`src/rtl/blinker_pkg.sv`:
```
// Shared definitions for the multi-channel blinker.
//   ch_state_e : per-channel state encoding (ST_IDLE = 0, ST_RUN = 1)
//   DEF_PERIOD : default blink period in ticks
//   DEF_ON     : default on-time in ticks
package blinker_pkg;

    typedef enum logic {
        ST_IDLE = 1'b0,
        ST_RUN  = 1'b1
    } ch_state_e;

    localparam int DEF_PERIOD = 8;
    localparam int DEF_ON     = 4;

endpackage

```
`src/rtl/blink_tick_gen.sv`:
```
// Prescaler producing the blink tick strobe.
//   clk     : system clock, rising edge
//   reset_n : asynchronous active-low reset, clears the prescaler
//   tick    : high for one clk every PRESCALE clks (constantly high when PRESCALE = 1)
module blink_tick_gen #(
    parameter int PRESCALE = 1
) (
    input  logic clk,
    input  logic reset_n,
    output logic tick
);

    localparam int CW = (PRESCALE > 1) ? $clog2(PRESCALE) : 1;
    localparam logic [CW-1:0] LAST = CW'(PRESCALE - 1);

    logic [CW-1:0] cnt_d, cnt_q;

    always_comb begin
        cnt_d = (cnt_q == LAST) ? '0 : cnt_q + CW'(1);
        tick  = (cnt_q == LAST);
    end

    always_ff @(posedge clk or negedge reset_n) begin
        if (!reset_n) begin
            cnt_q <= '0;
        end else begin
            cnt_q <= cnt_d;
        end
    end

endmodule

```
`src/rtl/multi_blinker.sv`:
```
// NUM_CH independent blink channels with programmable period/on-time and a
// hazard mode that phase-locks every channel.
//   clk           : system clock, rising edge
//   reset_n       : asynchronous active-low reset
//   enable        : per-channel blink request (level)
//   hazard        : force all channels to blink in phase
//   period        : blink period in ticks (0 behaves as 1)
//   on_time       : ticks the output is high per period
//   blink_out     : registered blink outputs
//   cycle_done    : one-clk pulse when a channel's counter wraps
//   hazard_active : registered hazard mode state
module multi_blinker
    import blinker_pkg::*;
#(
    parameter int NUM_CH   = 4,
    parameter int CNT_W    = 8,
    parameter int PRESCALE = 1
) (
    input  logic              clk,
    input  logic              reset_n,
    input  logic [NUM_CH-1:0] enable,
    input  logic              hazard,
    input  logic [CNT_W-1:0]  period,
    input  logic [CNT_W-1:0]  on_time,
    output logic [NUM_CH-1:0] blink_out,
    output logic [NUM_CH-1:0] cycle_done,
    output logic              hazard_active
);

    logic             tick;
    logic             hazard_active_d, hazard_active_q;
    logic             hazard_prev_d, hazard_prev_q;
    logic             restart;
    logic [CNT_W-1:0] last_cnt;

    blink_tick_gen #(
        .PRESCALE (PRESCALE)
    ) u_tick (
        .clk     (clk),
        .reset_n (reset_n),
        .tick    (tick)
    );

    always_comb begin
        hazard_active_d = hazard;
        hazard_prev_d   = hazard_active_q;
        // A change of the registered hazard state is seen one edge later and
        // restarts every channel in phase.
        restart         = hazard_active_q ^ hazard_prev_q;
        // Wrap point; period 0 behaves as period 1.
        last_cnt        = (period == '0) ? '0 : period - CNT_W'(1);
    end

    always_ff @(posedge clk or negedge reset_n) begin
        if (!reset_n) begin
            hazard_active_q <= 1'b0;
            hazard_prev_q   <= 1'b0;
        end else begin
            hazard_active_q <= hazard_active_d;
            hazard_prev_q   <= hazard_prev_d;
        end
    end

    assign hazard_active = hazard_active_q;

    for (genvar i = 0; i < NUM_CH; i++) begin : g_ch
        ch_state_e        state_d, state_q;
        logic [CNT_W-1:0] count_d, count_q;
        logic             out_d, out_q;
        logic             done_d, done_q;
        logic             go;

        always_comb begin
            go      = hazard_active_q | enable[i];
            state_d = state_q;
            count_d = count_q;
            out_d   = out_q;
            done_d  = 1'b0;
            // Restart outranks a same-cycle wrap, so cycle_done stays low.
            if (restart) begin
                state_d = go ? ST_RUN : ST_IDLE;
                count_d = '0;
                out_d   = go && (on_time != '0);
            end else begin
                case (state_q)
                    ST_IDLE: begin
                        if (go) begin
                            state_d = ST_RUN;
                            count_d = '0;
                            out_d   = (on_time != '0);
                        end else begin
                            out_d   = 1'b0;
                        end
                    end
                    ST_RUN: begin
                        if (!go) begin
                            state_d = ST_IDLE;
                            count_d = '0;
                            out_d   = 1'b0;
                        end else if (tick) begin
                            // >= lets a shrunken period wrap immediately.
                            if (count_q >= last_cnt) begin
                                count_d = '0;
                                done_d  = 1'b1;
                            end else begin
                                count_d = count_q + CNT_W'(1);
                            end
                            out_d = (count_d < on_time);
                        end
                    end
                    default: begin
                        state_d = ST_IDLE;
                        count_d = '0;
                        out_d   = 1'b0;
                    end
                endcase
            end
        end

        always_ff @(posedge clk or negedge reset_n) begin
            if (!reset_n) begin
                state_q <= ST_IDLE;
                count_q <= '0;
                out_q   <= 1'b0;
                done_q  <= 1'b0;
            end else begin
                state_q <= state_d;
                count_q <= count_d;
                out_q   <= out_d;
                done_q  <= done_d;
            end
        end

        assign blink_out[i]  = out_q;
        assign cycle_done[i] = done_q;
    end

endmodule
```
`config.mk`:
```
export PLATFORM = sky130hd
export DESIGN_NAME = multi_blinker
export DESIGN_NICKNAME = d
export VERILOG_FILES = /design/src/rtl/blinker_pkg.sv /design/src/rtl/blink_tick_gen.sv /design/src/rtl/multi_blinker.sv
export SDC_FILE = /design/constraint.sdc
export NUM_CORES = 1
export LEC_CHECK = 0
export BUFFER_PORTS_ARGS = -buffer_cell sky130_fd_sc_hd__clkbuf_2
export CAP_MARGIN = 0
export CORE_MARGIN = 1.5
export CORE_UTILIZATION = 25
export CTS_CLUSTER_SIZE = 14
export DETAILED_ROUTE_END_ITERATION = 12
export PLACE_DENSITY = 0.49
export SLEW_MARGIN = 20
export SYNTH_ARGS = -nofsm -noshare
export SYNTH_HDL_FRONTEND = slang
export SYNTH_SLANG_ARGS = --single-unit
```
`constraint.sdc`:
```
create_clock -name clk -period 5.2 [get_ports clk]
set_input_delay 0.52 -clock clk [delete_from_list [all_inputs] [get_ports clk]]
set_output_delay 0.52 -clock clk [all_outputs]
set_load 0.01 [all_outputs]
```
==> impl_metrics.json <==
{
  "status": "finished clean",
  "cp_max_fo": 16,
  "tns_ns": 0,
  "grt_first_pass_wirelength_um": 20000,
  "dp_cells": 738,
  "synth_edf_count": 0,
  "yosys_warnings": 0,
  "fp.dieH_um": 134,
  "gp_congestion": 0.837,
  "final_net_count": 613,
  "postCtsHoldBufs": 0,
  "synthFlopType": "dfrtp_1",
  "rows": 47,
  "fmax_mhz": 247,
  "ys_ff_latch": 46,
  "cts_sinks": 46,
  "powerDensity_nw_per_um2": 198,
  "chipWidth_um": 134,
  "vias_per_cell": 5.12,
  "regArea_um2": 1150,
  "nFillCells": 1809,
  "drcViolationCount": 0,
  "start_util_pct": 25.8,
  "firstDrtPassIters": 4,
  "required_ns": 5.42,
  "period_share_pct": 77.7,
  "min_period_ns": 4.04,
  "port-buffer-count": 31,
  "drive_above_1_share_pct": 12.9,
  "cts_resized": 0,
  "wirelength_um": 12100,
  "cts_root_buf": "clkbuf_16",
  "finClkSkew_ns": 0.0101,
  "cts_tree": "done",
  "htreeDepth": 2,
  "cap_violations": 0,
  "vias": 3818,
  "worst_ep_arrival_time_ns": 4.27,
  "ys_async_sr_fraction_pct": 100,
  "clk_path_buf_depth": 2,
  "grt_setup_unrepaired": "false",
  "grt_pass1_vias": 3848,
  "setup_viol_count_final": 0,
  "avgSynthCellArea_um2": 8.62,
  "synth_nets": 588,
  "yosysSeqAreaShare_pct": 26.7,
  "final_core_util_pct": 28.9,
  "hp-class": "primary input to asynchronous set/reset pin",
  "clkTransAtPathRegs_ns": 0.08,
  "post_cts_buffers": 0,
  "tightestPinTransition_ns": 0.748,
  "slew_headroom_pct": 50.1,
  "ant_nets": 0,
  "final_cell_count_no_fill": 746,
  "ir_drop_uv": 115,
  "hpwl_um": 9370,
  "cts_buffers": 5,
  "grt_overflow": 0,
  "netlist_instances": 500,
  "synth.cell_area_um2": 4310,
  "multi_input_area_um2": 2940,
  "whs_ns": 0.313,
  "grt_max_degree": 47,
  "coreArea_um2": 16700,
  "cp-start-kind": "primary input",
  "diodes": 0,
  "insertion_delay_ns": 0.31,
  "avgRoutedWirePerCell_um": 16.3,
  "hold_viol": 0,
  "io_pins": 32,
  "dieArea_um2": 18000,
  "track_usage_pct": 14.2,
  "syn_to_final_growth_pct": 11.8,
  "p_leak_nw": 2.32,
  "critPathKind": "primary input to flop",
  "antenna_found_initial": 0,
  "end_kind": "flop",
  "drt_iter0_markers": 218,
  "slew_viol_final": 0,
  "synthDistinctLibCells": 58
}
## layout make-up
cell class | count | share of cell area, %
Multi-Input combinational cell | 408 | 60.9
Sequential cell | 46 | 23.9
Tap cell | 220 | 5.71
Timing Repair Buffer | 33 | 3.53
Clock buffer | 5 | 2.60
Inverter | 31 | 2.41
Clock inverter | 3 | 0.935
## cell usage after synthesis, types with 2 or more instances
cell | instances | area, µm²
a21o_1 | 13 | 97.6
nor3_1 | 7 | 35.0
nand2b_1 | 11 | 68.8
xor2_1 | 12 | 105
ha_1 | 65 | 813
o31ai_1 | 3 | 22.5
nand3_1 | 29 | 145
nand2_1 | 40 | 150
o21a_1 | 2 | 15.0
and3_1 | 8 | 50.1
inv_1 | 31 | 116
nor3_2 | 4 | 40.0
dfrtp_1 | 46 | 1150
nor2_2 | 2 | 12.5
nand3b_1 | 2 | 15.0
o21ai_0 | 16 | 80.1
or3_1 | 6 | 37.5
a31oi_1 | 14 | 87.6
o22ai_1 | 5 | 31.3
buf_2 | 3 | 15.0
or2_2 | 7 | 43.8
nor2b_1 | 4 | 25.0
clkbuf_1 | 2 | 7.51
buf_6 | 2 | 22.5
and4_1 | 2 | 17.5
nor2_1 | 44 | 165
nor2_4 | 2 | 22.5
or4_1 | 3 | 22.5
o31ai_4 | 2 | 42.5
nand4_1 | 10 | 62.6
a21oi_1 | 30 | 150
a221o_1 | 5 | 50.1
and2_1 | 4 | 25.0
buf_4 | 8 | 60.1
mux2i_1 | 4 | 40.0
nor4_1 | 5 | 31.3
o211ai_1 | 2 | 15.0
a211oi_1 | 5 | 37.5
a211o_1 | 6 | 52.6
a2111oi_0 | 3 | 26.3
a22o_1 | 2 | 17.5
xnor2_1 | 10 | 87.6
a31o_2 | 4 | 35.0
## routing by layer
| metal | global-route usage (%) | wire [µm] | share of wire (%) |
|---|---|---|---|
| met5 | 0 | 0 | 0 |
| met2 | 22.6 | 5500 | 45 |
| met3 | 3.25 | 604 | 5.0 |
| met1 | 18.4 | 5680 | 47 |
| met4 | 5.91 | 353 | 2.9 |
## logic make-up after synthesis
logic type,share of synthesized area (%)
simple gates,23.4
compound gates,20.4
fa+ha+maj,18.9
buf+inv,5.14
flops,26.7
xor+xnor,4.47
mux,0.929
## state kept, by name (all words and copies together) (netlist names)
register / cells
g_ch.out_q: 4
g_ch.count_q: 32
g_ch.done_q: 4
g_ch.state_q: 4
hazard_active: 1
hazard_prev_q: 1
## final timing paths
kind | startpoint | to | slack, ns | cells past startpoint
worst max-delay path | period[3] | g_ch[3].out_q$_DFF_PN0_ | 1.16 | 17
worst min-delay path | reset_n | g_ch[0].count_q[5]$_DFFE_PN0P_ | 0.31 | 2
worst max register to register | g_ch[3].count_q[5]$_DFFE_PN0P_ | g_ch[3].out_q$_DFF_PN0_ | 2.23 | 12
worst min register to register | g_ch[2].count_q[7]$_DFFE_PN0P_ | g_ch[2].count_q[7]$_DFFE_PN0P_ | 0.55 | 2
max in group asynchronous | reset_n | g_ch[3].count_q[4]$_DFFE_PN0P_ | 4.45 | 2
min in group clk | hazard | hazard_active$_DFF_PN0_ | 0.32 | 1
## where the power goes
part,total (mW),switching (mW),internal (mW),leakage (nW)
clock network,0.383,0.156,0.227,0.0760
logic,0.183,0.112,0.0712,1.64
registers,0.386,0.0179,0.368,0.607
total,0.953,0.286,0.667,2.32
## through the flow
stage	cell area, µm²	setup slack (ns)	power (mW)
after floorplan	4310	1.44	0.514
after global placement	4650	0.882	0.573
after detailed placement	4650	0.854	0.578
after CTS	4820	1.17	0.972
after global routing	4820	0.858	1.01
final	4820	1.16	0.953
## worst max-delay path: stages
cell       delay [ns]
clkbuf_2         0.10
nor3_1           0.24
nand3_1          0.15
or3_1            0.34
a21oi_1          0.62
ha_1             0.38
o21a_1           0.11
a21oi_1          0.16
o31ai_2          0.08
buf_4            0.19
a21oi_1          0.13
ha_1             0.26
a21oi_1          0.16
o21ai_0          0.12
a2111oi_0        0.34
o21ai_0          0.14
a21oi_1          0.21
## layout by cell type, fill, tap and decap left out, types with 6 or more instances in the layout
cell type,Yosys,final
o21ai_0,16,16
or2_2,7,7
dfrtp_1,46,46
nand2b_1,11,11
a31oi_1,14,14
nor2_1,44,44
nand3_1,29,29
nor3_1,7,7
inv_1,31,31
xnor2_1,10,10
a21o_1,13,13
nand2_1,40,40
and3_1,8,8
ha_1,65,65
or3_1,6,6
nand4_1,10,10
clkbuf_2,0,31
xor2_1,12,12
a211o_1,6,6
a21oi_1,30,30
Power figures use the tool's default switching activity.
